<file path="src/rtl/turing_machine.sv">
// turing_machine
//   User-programmable two-symbol Turing machine with a circular 1-bit tape.
//   The machine is driven by a 6-bit data input and two level buttons.
//   It moves through three entry/run phases:
//     PROGRAM : Next rises load N, then (write, direction, next) for every
//               (state 1..N, symbol 0/1) pair.
//     TAPE    : the first Next loads the head start address; later Nexts write
//               cells and advance the head.
//     RUN     : a Next rise reads, writes and latches; the Next fall moves the
//               head and changes state.
//   A Done rise ends PROGRAM and TAPE. Halting (direction 2 or 3) is sticky
//   until reset.
// Ports
//   clock, reset     : system clock, synchronous active-high reset
//   input_data[5:0]  : user entry value
//   Next, Done       : level buttons, acted upon at their edges
//   display_out[10:0]: tape window, bit k = tape[(head-k) mod TAPE_LEN]
//   Compute_done     : machine halted (sticky)
//   currState        : current machine state
//   tape_reg_out     : symbol under the head
//   data_reg_out     : symbol latched for writing on the current step
//   direction_out    : direction latched for the current step
//   next_state_out   : next state latched for the current step, zero-extended
//   tape_addr_out    : head address
// All outputs are registered.
module turing_machine #(
  parameter int STATE_W  = 4,
  parameter int TAPE_LEN = 64
) (
  input  logic                        clock,
  input  logic                        reset,
  input  logic [5:0]                  input_data,
  input  logic                        Next,
  input  logic                        Done,
  output logic [10:0]                 display_out,
  output logic                        Compute_done,
  output logic [STATE_W-1:0]          currState,
  output logic                        tape_reg_out,
  output logic                        data_reg_out,
  output logic [1:0]                  direction_out,
  output logic [5:0]                  next_state_out,
  output logic [$clog2(TAPE_LEN)-1:0] tape_addr_out
);

  localparam int AW     = $clog2(TAPE_LEN);
  localparam int NENT   = 2 * (2 ** STATE_W);
  localparam int DISP_W = 11;
  localparam logic [STATE_W-1:0] STATE_ONE = {{(STATE_W-1){1'b0}}, 1'b1};
  localparam logic [AW-1:0]      ADDR_ONE  = {{(AW-1){1'b0}}, 1'b1};

  typedef enum logic [1:0] {
    PH_PROGRAM = 2'd0,
    PH_TAPE    = 2'd1,
    PH_RUN     = 2'd2,
    PH_HALT    = 2'd3
  } phase_t;

  phase_t               phase_r, phase_nxt_s;
  logic                 next_prev_r, done_prev_r;
  logic                 next_rise_s, next_fall_s, done_rise_s, next_act_s;

  logic [TAPE_LEN-1:0]  tape_r, tape_nxt_s;
  logic [AW-1:0]        head_r, head_nxt_s;
  logic [AW-1:0]        start_r, start_nxt_s;
  logic                 have_start_r, have_start_nxt_s;

  // Program-entry pointer: (state, symbol, field) of the next entry to fill.
  logic                 have_n_r, have_n_nxt_s;
  logic [STATE_W-1:0]   prog_n_r, prog_n_nxt_s;
  logic [STATE_W-1:0]   prog_state_r, prog_state_nxt_s;
  logic                 prog_sym_r, prog_sym_nxt_s;
  logic [1:0]           prog_field_r, prog_field_nxt_s;
  logic                 prog_full_r, prog_full_nxt_s;

  // Transition table indexed by {state, symbol}.
  logic                 tbl_wr_r  [NENT];
  logic                 tbl_wr_nxt_s [NENT];
  logic [1:0]           tbl_dir_r [NENT];
  logic [1:0]           tbl_dir_nxt_s [NENT];
  logic [STATE_W-1:0]   tbl_nx_r  [NENT];
  logic [STATE_W-1:0]   tbl_nx_nxt_s [NENT];

  logic                 lat_wr_r, lat_wr_nxt_s;
  logic [1:0]           lat_dir_r, lat_dir_nxt_s;
  logic [5:0]           lat_nx_r, lat_nx_nxt_s;
  // Set by a processed Next rise in RUN so that only its matching fall moves.
  logic                 pending_r, pending_nxt_s;
  logic [STATE_W-1:0]   curr_r, curr_nxt_s;
  logic                 done_flag_r, done_flag_nxt_s;
  logic [DISP_W-1:0]    disp_r, disp_nxt_s;
  logic                 cell_r, cell_nxt_s;

  logic [STATE_W:0]     prog_idx_s, run_idx_s;

  assign next_rise_s = Next & ~next_prev_r;
  assign next_fall_s = ~Next & next_prev_r;
  assign done_rise_s = Done & ~done_prev_r;
  // A simultaneous Done rise swallows the Next press.
  assign next_act_s  = next_rise_s & ~done_rise_s;

  assign prog_idx_s  = {prog_state_r, prog_sym_r};
  assign run_idx_s   = {curr_r, tape_r[head_r]};

  // Phase register.
  always_ff @(posedge clock) begin
    if (reset) phase_r <= PH_PROGRAM;
    else       phase_r <= phase_nxt_s;
  end

  // Phase transitions.
  always_comb begin
    phase_nxt_s = phase_r;
    case (phase_r)
      PH_PROGRAM: begin
        if (done_rise_s) phase_nxt_s = PH_TAPE;
        else             phase_nxt_s = PH_PROGRAM;
      end
      PH_TAPE: begin
        if (done_rise_s) phase_nxt_s = PH_RUN;
        else             phase_nxt_s = PH_TAPE;
      end
      PH_RUN: begin
        // Directions 2 and 3 both halt: bit 1 set.
        if (next_fall_s && pending_r && lat_dir_r[1]) phase_nxt_s = PH_HALT;
        else                                          phase_nxt_s = PH_RUN;
      end
      PH_HALT:  phase_nxt_s = PH_HALT;
      default:  phase_nxt_s = PH_PROGRAM;
    endcase
  end

  // Datapath next values for each phase.
  always_comb begin
    tape_nxt_s       = tape_r;
    head_nxt_s       = head_r;
    start_nxt_s      = start_r;
    have_start_nxt_s = have_start_r;
    have_n_nxt_s     = have_n_r;
    prog_n_nxt_s     = prog_n_r;
    prog_state_nxt_s = prog_state_r;
    prog_sym_nxt_s   = prog_sym_r;
    prog_field_nxt_s = prog_field_r;
    prog_full_nxt_s  = prog_full_r;
    tbl_wr_nxt_s     = tbl_wr_r;
    tbl_dir_nxt_s    = tbl_dir_r;
    tbl_nx_nxt_s     = tbl_nx_r;
    lat_wr_nxt_s     = lat_wr_r;
    lat_dir_nxt_s    = lat_dir_r;
    lat_nx_nxt_s     = lat_nx_r;
    pending_nxt_s    = pending_r;
    curr_nxt_s       = curr_r;
    done_flag_nxt_s  = done_flag_r;
    case (phase_r)
      PH_PROGRAM: begin
        if (next_act_s && !have_n_r) begin
          have_n_nxt_s     = 1'b1;
          prog_n_nxt_s     = input_data[STATE_W-1:0];
          prog_state_nxt_s = STATE_ONE;
          prog_sym_nxt_s   = 1'b0;
          prog_field_nxt_s = 2'd0;
          prog_full_nxt_s  = (input_data[STATE_W-1:0] == {STATE_W{1'b0}});
        end else if (next_act_s && !prog_full_r) begin
          case (prog_field_r)
            2'd0:    tbl_wr_nxt_s[prog_idx_s]  = input_data[0];
            2'd1:    tbl_dir_nxt_s[prog_idx_s] = input_data[1:0];
            2'd2:    tbl_nx_nxt_s[prog_idx_s]  = input_data[STATE_W-1:0];
            default: tbl_wr_nxt_s[prog_idx_s]  = tbl_wr_r[prog_idx_s];
          endcase
          if (prog_field_r == 2'd2) begin
            prog_field_nxt_s = 2'd0;
            if (prog_sym_r) begin
              prog_sym_nxt_s   = 1'b0;
              prog_state_nxt_s = prog_state_r + STATE_ONE;
              prog_full_nxt_s  = (prog_state_r == prog_n_r);
            end else begin
              prog_sym_nxt_s   = 1'b1;
            end
          end else begin
            prog_field_nxt_s = prog_field_r + 2'd1;
          end
        end else begin
          prog_full_nxt_s = prog_full_r;
        end
      end
      PH_TAPE: begin
        if (done_rise_s) begin
          head_nxt_s = start_r;
          curr_nxt_s = STATE_ONE;
        end else if (next_act_s && !have_start_r) begin
          have_start_nxt_s = 1'b1;
          start_nxt_s      = input_data[AW-1:0];
          head_nxt_s       = input_data[AW-1:0];
        end else if (next_act_s) begin
          tape_nxt_s[head_r] = input_data[0];
          head_nxt_s         = head_r + ADDR_ONE;
        end else begin
          head_nxt_s = head_r;
        end
      end
      PH_RUN: begin
        if (next_act_s) begin
          tape_nxt_s[head_r]            = tbl_wr_r[run_idx_s];
          lat_wr_nxt_s                  = tbl_wr_r[run_idx_s];
          lat_dir_nxt_s                 = tbl_dir_r[run_idx_s];
          lat_nx_nxt_s                  = {6{1'b0}};
          lat_nx_nxt_s[STATE_W-1:0]     = tbl_nx_r[run_idx_s];
          pending_nxt_s                 = 1'b1;
        end else if (next_fall_s && pending_r) begin
          pending_nxt_s = 1'b0;
          curr_nxt_s    = lat_nx_r[STATE_W-1:0];
          case (lat_dir_r)
            2'd0:    head_nxt_s      = head_r + ADDR_ONE;
            2'd1:    head_nxt_s      = head_r - ADDR_ONE;
            default: done_flag_nxt_s = 1'b1;
          endcase
        end else begin
          pending_nxt_s = pending_r;
        end
      end
      PH_HALT:  done_flag_nxt_s = 1'b1;
      default:  done_flag_nxt_s = done_flag_r;
    endcase
  end

  // Display window and head cell from the post-edge tape and head, so that a
  // RUN write shows up on the same edge it happens.
  always_comb begin
    disp_nxt_s = {DISP_W{1'b0}};
    for (int k = 0; k < DISP_W; k++) begin
      disp_nxt_s[k] = tape_nxt_s[head_nxt_s - k[AW-1:0]];
    end
    cell_nxt_s = tape_nxt_s[head_nxt_s];
  end

  // Datapath, button history and output registers.
  always_ff @(posedge clock) begin
    if (reset) begin
      next_prev_r  <= 1'b0;
      done_prev_r  <= 1'b0;
      tape_r       <= {TAPE_LEN{1'b0}};
      head_r       <= {AW{1'b0}};
      start_r      <= {AW{1'b0}};
      have_start_r <= 1'b0;
      have_n_r     <= 1'b0;
      prog_n_r     <= {STATE_W{1'b0}};
      prog_state_r <= {STATE_W{1'b0}};
      prog_sym_r   <= 1'b0;
      prog_field_r <= 2'd0;
      prog_full_r  <= 1'b0;
      for (int i = 0; i < NENT; i++) begin
        tbl_wr_r[i]  <= 1'b0;
        tbl_dir_r[i] <= 2'd0;
        tbl_nx_r[i]  <= {STATE_W{1'b0}};
      end
      lat_wr_r     <= 1'b0;
      lat_dir_r    <= 2'd0;
      lat_nx_r     <= 6'd0;
      pending_r    <= 1'b0;
      curr_r       <= {STATE_W{1'b0}};
      done_flag_r  <= 1'b0;
      disp_r       <= {DISP_W{1'b0}};
      cell_r       <= 1'b0;
    end else begin
      next_prev_r  <= Next;
      done_prev_r  <= Done;
      tape_r       <= tape_nxt_s;
      head_r       <= head_nxt_s;
      start_r      <= start_nxt_s;
      have_start_r <= have_start_nxt_s;
      have_n_r     <= have_n_nxt_s;
      prog_n_r     <= prog_n_nxt_s;
      prog_state_r <= prog_state_nxt_s;
      prog_sym_r   <= prog_sym_nxt_s;
      prog_field_r <= prog_field_nxt_s;
      prog_full_r  <= prog_full_nxt_s;
      tbl_wr_r     <= tbl_wr_nxt_s;
      tbl_dir_r    <= tbl_dir_nxt_s;
      tbl_nx_r     <= tbl_nx_nxt_s;
      lat_wr_r     <= lat_wr_nxt_s;
      lat_dir_r    <= lat_dir_nxt_s;
      lat_nx_r     <= lat_nx_nxt_s;
      pending_r    <= pending_nxt_s;
      curr_r       <= curr_nxt_s;
      done_flag_r  <= done_flag_nxt_s;
      disp_r       <= disp_nxt_s;
      cell_r       <= cell_nxt_s;
    end
  end

  assign display_out    = disp_r;
  assign Compute_done   = done_flag_r;
  assign currState      = curr_r;
  assign tape_reg_out   = cell_r;
  assign data_reg_out   = lat_wr_r;
  assign direction_out  = lat_dir_r;
  assign next_state_out = lat_nx_r;
  assign tape_addr_out  = head_r;

endmodule

</file>
<file path="config.mk">
export PLATFORM = sky130hd
export DESIGN_NAME = turing_machine
export DESIGN_NICKNAME = d
export VERILOG_FILES = /design/src/rtl/turing_machine.sv
export SDC_FILE = /design/constraint.sdc
export NUM_CORES = 1
export LEC_CHECK = 0
export CAP_MARGIN = 20
export CELL_PAD_IN_SITES_DETAIL_PLACEMENT = 1
export CELL_PAD_IN_SITES_GLOBAL_PLACEMENT = 1
export CORE_UTILIZATION = 44
export DETAILED_ROUTE_END_ITERATION = 10
export PLACE_DENSITY_LB_ADDON = 0.1
export SYNTH_ARGS = -nofsm -noshare
export SYNTH_HDL_FRONTEND = slang
export SYNTH_SLANG_ARGS = --single-unit
</file>
<file path="constraint.sdc">
create_clock -name clock -period 4.5 [get_ports clock]
set_clock_uncertainty 0.1 [all_clocks]
set_input_delay 0.675 -clock clock [delete_from_list [all_inputs] [get_ports clock]]
set_output_delay 0.675 -clock clock [all_outputs]
set_load 0.05 [all_outputs]
</file>
==> impl_metrics.csv, run 1 <==
group,metric,value,unit
worst_setup_path,startpoint_type,"flip-flop",
finish,stdcell_count,4247,
place,dp.cells,4169,
floorplanning,num_rows,86,
global_route,grt_max_degree,132,
global_route,grt_pass1_vias,28693,
finish,layout.nets,3505,
global_route,gr-total-overflow,0,
route,vias_per_cell,6.51,
route,first_pass_iters,8,
global_route,grt_use_total,40.8,%
worst_setup_path,slowest_stage,"a311oi_1",
synth,yosys.cell_count.top_type,"nor2_1",
worst_setup_path,worstReg2RegEnd,"display_out[4]",
worst_setup_path,crit_path_end_kind,"flip-flop",
route,routed_wl,117000,µm
power,leakage,11.4,nW
worst_setup_path,timing.rr.start,"tape_addr_out[0]",
synth,yosysTopAreaCell,"dfxtp_1",
sta,drv_slew,0,
synth,synth.distinct_cells,106,
finish,areaGrowthSynthToFinish,24.2,%
floorplanning,fp.dieH,238,µm
worst_setup_path,crit_arrival,4.75,ns
clock_network,cts-root-buf,"clkbuf_16",
synth,synth_area,24500,µm²
route,avgRoutedWirePerCell,27.6,µm
hold_path,hold_class,"flip-flop to flip-flop",
power,finalPower,7.90,mW
clock_network,cts_buffer_depth,3,
route,dr.first_iter.drc_count,2616,
worst_setup_path,max_stage_delay,0.51,ns
synth,synth_area_leaders,"dfxtp_1, mux2i_1, mux4_2, o21ai_0, nor2_1",
place,portBuffers,39,
clock_network,hold_buffers,0,
sta,worst_slack,0.0861,ns
worst_setup_path,crit_start,"tape_addr_out[0]",
synth,yosysTopAreaCellShare,28.0,%
worst_setup_path,crit_end,"display_out[4]",
power,power.density,260,nW/µm²
power,power_frac_seq,38.8,%
status,outcome,"finished clean",
synth,syn_area_per_cell,7.70,µm²
sta,tns,0,ns
clock_network,clk_pin_slew,0.07,ns
sta,layout_worst_path_cycle_share,98.1,%
sta,rsz0062_at_grt,"no",
sta,setup_viol,0,
sta,worst_pin_slew,1.14,ns
floorplanning,die_w,238,µm
global_route,grt_pass1_wl,177000,µm
power,ir_worst_vdd,0.000311,V
synth,synth_cells,3181,
place,place.detailed.hpwl,84300,µm
floorplanning,initial_core_util,44.5,%
finish,antenna-diode-count,0,
clock_network,numCtsBuffers,41,
route,vias,27660,
sta,slew_headroom,24.0,%
synth,synth_seq_cells,342,
place,gp_congestion,1.02,
floorplanning,ios,42,
job,max_cap_violations,0,
sta,fmax,227,MHz
sta,hold_violations,0,
power,switching_share,28.3,%
power,p_comb_share,13.5,%
floorplanning,dieArea,56600,µm²
clock_network,tritoncts,"done",
power,p_switching,2.24,mW
worst_setup_path,crit_required,4.84,ns
finish,drive_gt1_share,22.2,%
worst_setup_path,path_delay_family,"simple AND/OR/NAND/NOR gates",
route,antenna_left,0,
worst_setup_path,reg2reg_slack,0.09,ns
clock_network,cts_max_level,2,
synth,yosys_warnings,0,
power,pwr-share-clk,47.8,%
floorplanning,core-area,55000,µm²
global_route,antenna_found_initial,1,
power,p_int,5.66,mW
worst_setup_path,crit_type,"flip-flop to flip-flop",
finish,n_fill_cell,6631,
worst_setup_path,cp_max_fo,12,
worst_setup_path,crit_chain,"buf_12, mux2i_2, a22oi_1, nand3_1, nand2_1, nor4_4, buf_4, mux2_4, buf_4, buf_4, a311oi_1, a21oi_1, nand2_1, a211oi_1, nor3_2, buf_4, o32ai_1",
worst_setup_path,rr_worst_depth,17,
place,pre_cts_ws,-0.334,ns
synth,ys_seq_area_share,28.0,%
synth,synth_edf_count,0,
clock_network,cts_sinks,342,
worst_setup_path,cpMostUsedCell,"buf_4",
synth,netlist_top_cells_count,"nor2_1, nand2_1, dfxtp_1",
place,placed_area,28700,µm²
worst_setup_path,cp_num_cells,17,
sta,period_minus_slack,4.41,ns
clock_network,insertion_delay,0.61,ns
finish,fin_area,30400,µm²
synth,synthArstFlopShare,0,%
worst_setup_path,path_buf_inv,5,
route,drc_errors,0,
synth,ys.flop_type,"dfxtp_1",
==> registers in the layout, indices dropped and copies added (netlist names), 2 cells and up <==
register        count
currState           4
tape_addr_out       6
prog_n_r            4
prog_state_r        4
direction_out       2
tbl_dir_r          64
phase_r             2
prog_field_r        2
start_r             6
next_state_out      4
tbl_nx_r          128
tape_r             64
display_out        11
tbl_wr_r           32
==> power groups by stage <==
stage          logic (mW)  registers [mW]  clock network, mW
6_report             1.06            3.06               3.77
2_1_floorplan       0.564            3.15                  0
5_1_grt              1.12            3.06               3.91
3_3_place_gp         1.01            3.13                  0
4_1_cts              1.03            3.06               3.80
3_5_place_dp         1.02            3.13                  0
==> layer usage <==
layer	wire length (µm)	vias to the layer above	share of wire (%)	global-route usage, %
li1	-	12228	-	-
met1	45800	13852	39	48.8
met2	55200	1195	47	67.5
met3	8000	383	6.8	6.94
met4	8150	2	7.0	27.0
met5	13	-	0.011	0
==> worst min path at each step <==
stage                     depth (start not counted)      endpoint  slack (ns)          from
after floorplan                                   2  tbl_nx_r[10]        0.35  tbl_nx_r[10]
after global routing                              2  tbl_nx_r[85]        0.40  tbl_nx_r[85]
after CTS                                         2  tbl_nx_r[56]        0.38  tbl_nx_r[56]
after global placement                            2  tbl_nx_r[36]        0.36  tbl_nx_r[36]
after detailed placement                          2  tbl_nx_r[35]        0.37  tbl_nx_r[35]
final                                             2  tbl_nx_r[56]        0.38  tbl_nx_r[56]
==> cell families after synthesis <==
family          synth area share, %
compound gates                 25.0
other cells                  0.0153
xor+xnor                       1.60
flops                          28.0
mux                            17.6
simple gates                   20.8
buf+inv                        5.70
fa+ha+maj                      1.33
==> layout make-up <==
class / count / area [µm²] / share of cell area, %
timing repair buffer: 544 / 4530 / 14.9
multi-input combinational: 2506 / 16500 / 54.1
sequential: 342 / 6860 / 22.6
inverter: 34 / 130 / 0.428
clock buffer: 55 / 1210 / 3.98
tap: 748 / 936 / 3.08
clock inverter: 18 / 285 / 0.938
==> worst min-delay path, delay by kind of cell (launching register included) <==
kind / cells / cell delay [ns]
AO/OA/AOI/OAI: 2 / 0.13
flip-flops: 1 / 0.30
==> what timing repair did <==
item / CTS / global route
buffers inserted: 0 / 3
pin swaps: 1 / 3
cloned: 0 / 1
setup endpoints to repair: 6 / 10
gates resized for setup: 6 / 27
==> stage by stage <==
| step | hold WS, ns | utilization (%) |
|---|---|---|
| floorplan | 0.351 | - |
| global placement | 0.357 | 52.2 |
| detailed placement | 0.369 | 52.2 |
| CTS | 0.379 | 55.0 |
| global route | 0.402 | 55.3 |
| finish | 0.376 | 55.3 |
==> placed cells by master, fill, tap and decap left out, types with 63 or more instances in the layout <==
cell	count
o21ai_0	300
mux2i_1	192
dfxtp_1	335
nand2_1	381
nor2_1	397
nor3_1	63
mux4_2	86
nand3_1	121
a21oi_1	283
buf_4	476
No activity file was read; power rests on OpenSTA's default activity.
==> run 2, diff against run 1 <==
- CORE_UTILIZATION: 44 -> 45
- CTS_BUF_LIST: default -> sky130_fd_sc_hd__clkbuf_4 sky130_fd_sc_hd__clkbuf_8
==> impl_metrics.csv, run 2 (synthesis results as in run 1) <==
group,metric,value,unit
sta,setup_viol,0,
route,routed_wl,117000,µm
power,switching_share,29.9,%
sta,worst_pin_slew,1.08,ns
finish,drive_gt1_share,22.6,%
global_route,grt_use_total,41.1,%
worst_setup_path,timing.rr.start,"tape_addr_out[0]",
worst_setup_path,crit_arrival,4.89,ns
route,avgRoutedWirePerCell,27.7,µm
power,power.density,248,nW/µm²
sta,rsz0062_at_grt,"no",
hold_path,hold_class,"input pin to flip-flop",
finish,layout.nets,3504,
global_route,grt_max_degree,194,
clock_network,clk_pin_slew,0.07,ns
sta,fin_hold_ws,0.310,ns
power,power_frac_seq,41.2,%
finish,final_cell_mix,"buf_4, nor2_1, nand2_1",
floorplanning,fp.dieH,235,µm
worst_setup_path,crit_end,"display_out[2]",
sta,slew_headroom,27.7,%
floorplanning,ios,42,
power,p_int,5.22,mW
route,first_pass_iters,7,
worst_setup_path,cp_max_fo,8,
place,portBuffers,39,
sta,hold_violations,0,
floorplanning,die_w,235,µm
worst_setup_path,startpoint_type,"flip-flop",
place,gp_congestion,1.02,
floorplanning,core-area,53800,µm²
finish,stdcell_count,4215,
job,max_cap_violations,0,
global_route,grt_pass1_vias,28660,
sta,period_minus_slack,4.40,ns
clock_network,tritoncts,"done",
route,vias,27822,
global_route,gr-total-overflow,0,
power,ir_worst_vdd,0.000251,V
worst_setup_path,worstReg2RegEnd,"display_out[2]",
clock_network,insertion_delay,0.73,ns
worst_setup_path,rr_worst_depth,19,
power,p_comb_share,14.3,%
route,antenna_left,0,
finish,fin_util,55.8,%
clock_network,cts-root-buf,"clkbuf_8",
sta,drv_slew,0,
route,dr.first_iter.drc_count,2476,
sta,layout_worst_path_cycle_share,97.8,%
worst_setup_path,crit_type,"flip-flop to flip-flop",
route,drc_errors,0,
finish,areaGrowthSynthToFinish,22.8,%
floorplanning,dieArea,55300,µm²
finish,largest_reg_flops,128,
worst_setup_path,crit_path_end_kind,"flip-flop",
clock_network,numCtsBuffers,61,
place,place.detailed.hpwl,83700,µm
finish,reg_top3,"tbl_nx_r x128, tape_r x64, tbl_dir_r x64",
worst_setup_path,reg2reg_slack,0.1,ns
clock_network,cts_sinks,342,
global_route,grt_pass1_wl,176000,µm
worst_setup_path,crit_required,4.99,ns
finish,final_common_cell,"buf_4",
power,leakage,11.3,nW
power,p_switching,2.22,mW
clock_network,cts_max_level,2,
clock_network,hold_buffers,0,
finish,largest_register,"tbl_nx_r",
floorplanning,initial_core_util,45.5,%
status,outcome,"finished clean",
finish,n_fill_cell,6584,
global_route,antenna_found_initial,4,
clock_network,cts_buffer_depth,3,
sta,fmax,227,MHz
worst_setup_path,crit_start,"tape_addr_out[0]",
route,vias_per_cell,6.60,
place,dp.cells,4096,
floorplanning,num_rows,85,
power,pwr-share-clk,44.6,%
## run 2: final cells by class
class	instances	area, µm²	area share [%]
diodes	2	5.00	0.0167
clock buffers	94	1180	3.93
clock inverters	18	178	0.591
inverters	34	130	0.433
multi-input cells	2505	16400	54.7
flip-flops and latches	342	6860	22.8
well taps	696	871	2.90
repair buffers	524	4410	14.7
## run 2: worst min-delay path by stage
stage	to	cells past startpoint	from
floorplan	tbl_nx_r[10]	2	tbl_nx_r[10]
CTS	tape_r[28]	2	reset
finish	tape_r[63]	2	reset
global placement	tbl_nx_r[39]	2	tbl_nx_r[39]
global route	tape_r[63]	2	reset
detailed placement	tbl_nx_r[10]	2	tbl_nx_r[10]
## run 2: power groups by stage
stage | sequential (mW) | combinational [mW] | clock, mW
2_1_floorplan | 3.15 | 0.564 | 0
3_3_place_gp | 3.13 | 0.995 | 0
3_5_place_dp | 3.13 | 1.02 | 0
4_1_cts | 3.06 | 1.02 | 3.34
5_1_grt | 3.06 | 1.11 | 3.45
6_report | 3.06 | 1.06 | 3.32
## run 2: per-stage QoR
stage	total power, mW	setup slack, ns	instance area, µm²	setup TNS (ns)
finish	7.44	0.0993	30100	0
CTS	7.43	0.0281	29900	0
detailed placement	4.15	-0.257	28500	-1.83
floorplan	3.72	-0.0179	24600	-0.0249
global placement	4.13	-0.257	28500	-1.08
global route	7.63	0.00304	30100	0
## run 2: timing repair
item,CTS,global route
setup endpoints to repair,5,11
pin swaps,0,2
hold endpoints to repair,0,0
gates cloned,0,1
resized for setup,2,26
buffers inserted,2,1
## run 2: routing by layer
layer / up-vias / global-route usage (%) / wire (µm) / part of all wire (%)
li1: 12229 / - / - / -
met1: 13828 / 49.2 / 45400 / 39
met2: 1328 / 67.8 / 54100 / 46
met3: 437 / 7.29 / 8690 / 7.4
met4: 0 / 26.8 / 8780 / 7.5
met5: - / 0 / 0 / 0
## run 2: critical path, stage by stage (launching register included)
cell and delay (ns):
dfxtp_4 0.47, buf_4 0.23, buf_4 0.15, mux2i_1 0.26, a22oi_1 0.11, nand3_1 0.11
nand2_1 0.10, nor4_4 0.34, buf_12 0.20, mux2_4 0.42, buf_12 0.19, o41ai_2 0.40
buf_4 0.24, buf_4 0.13, a22oi_1 0.09, a32oi_1 0.18, buf_4 0.18, nand2_1 0.07
o22ai_1 0.19, a2111oi_2 0.10
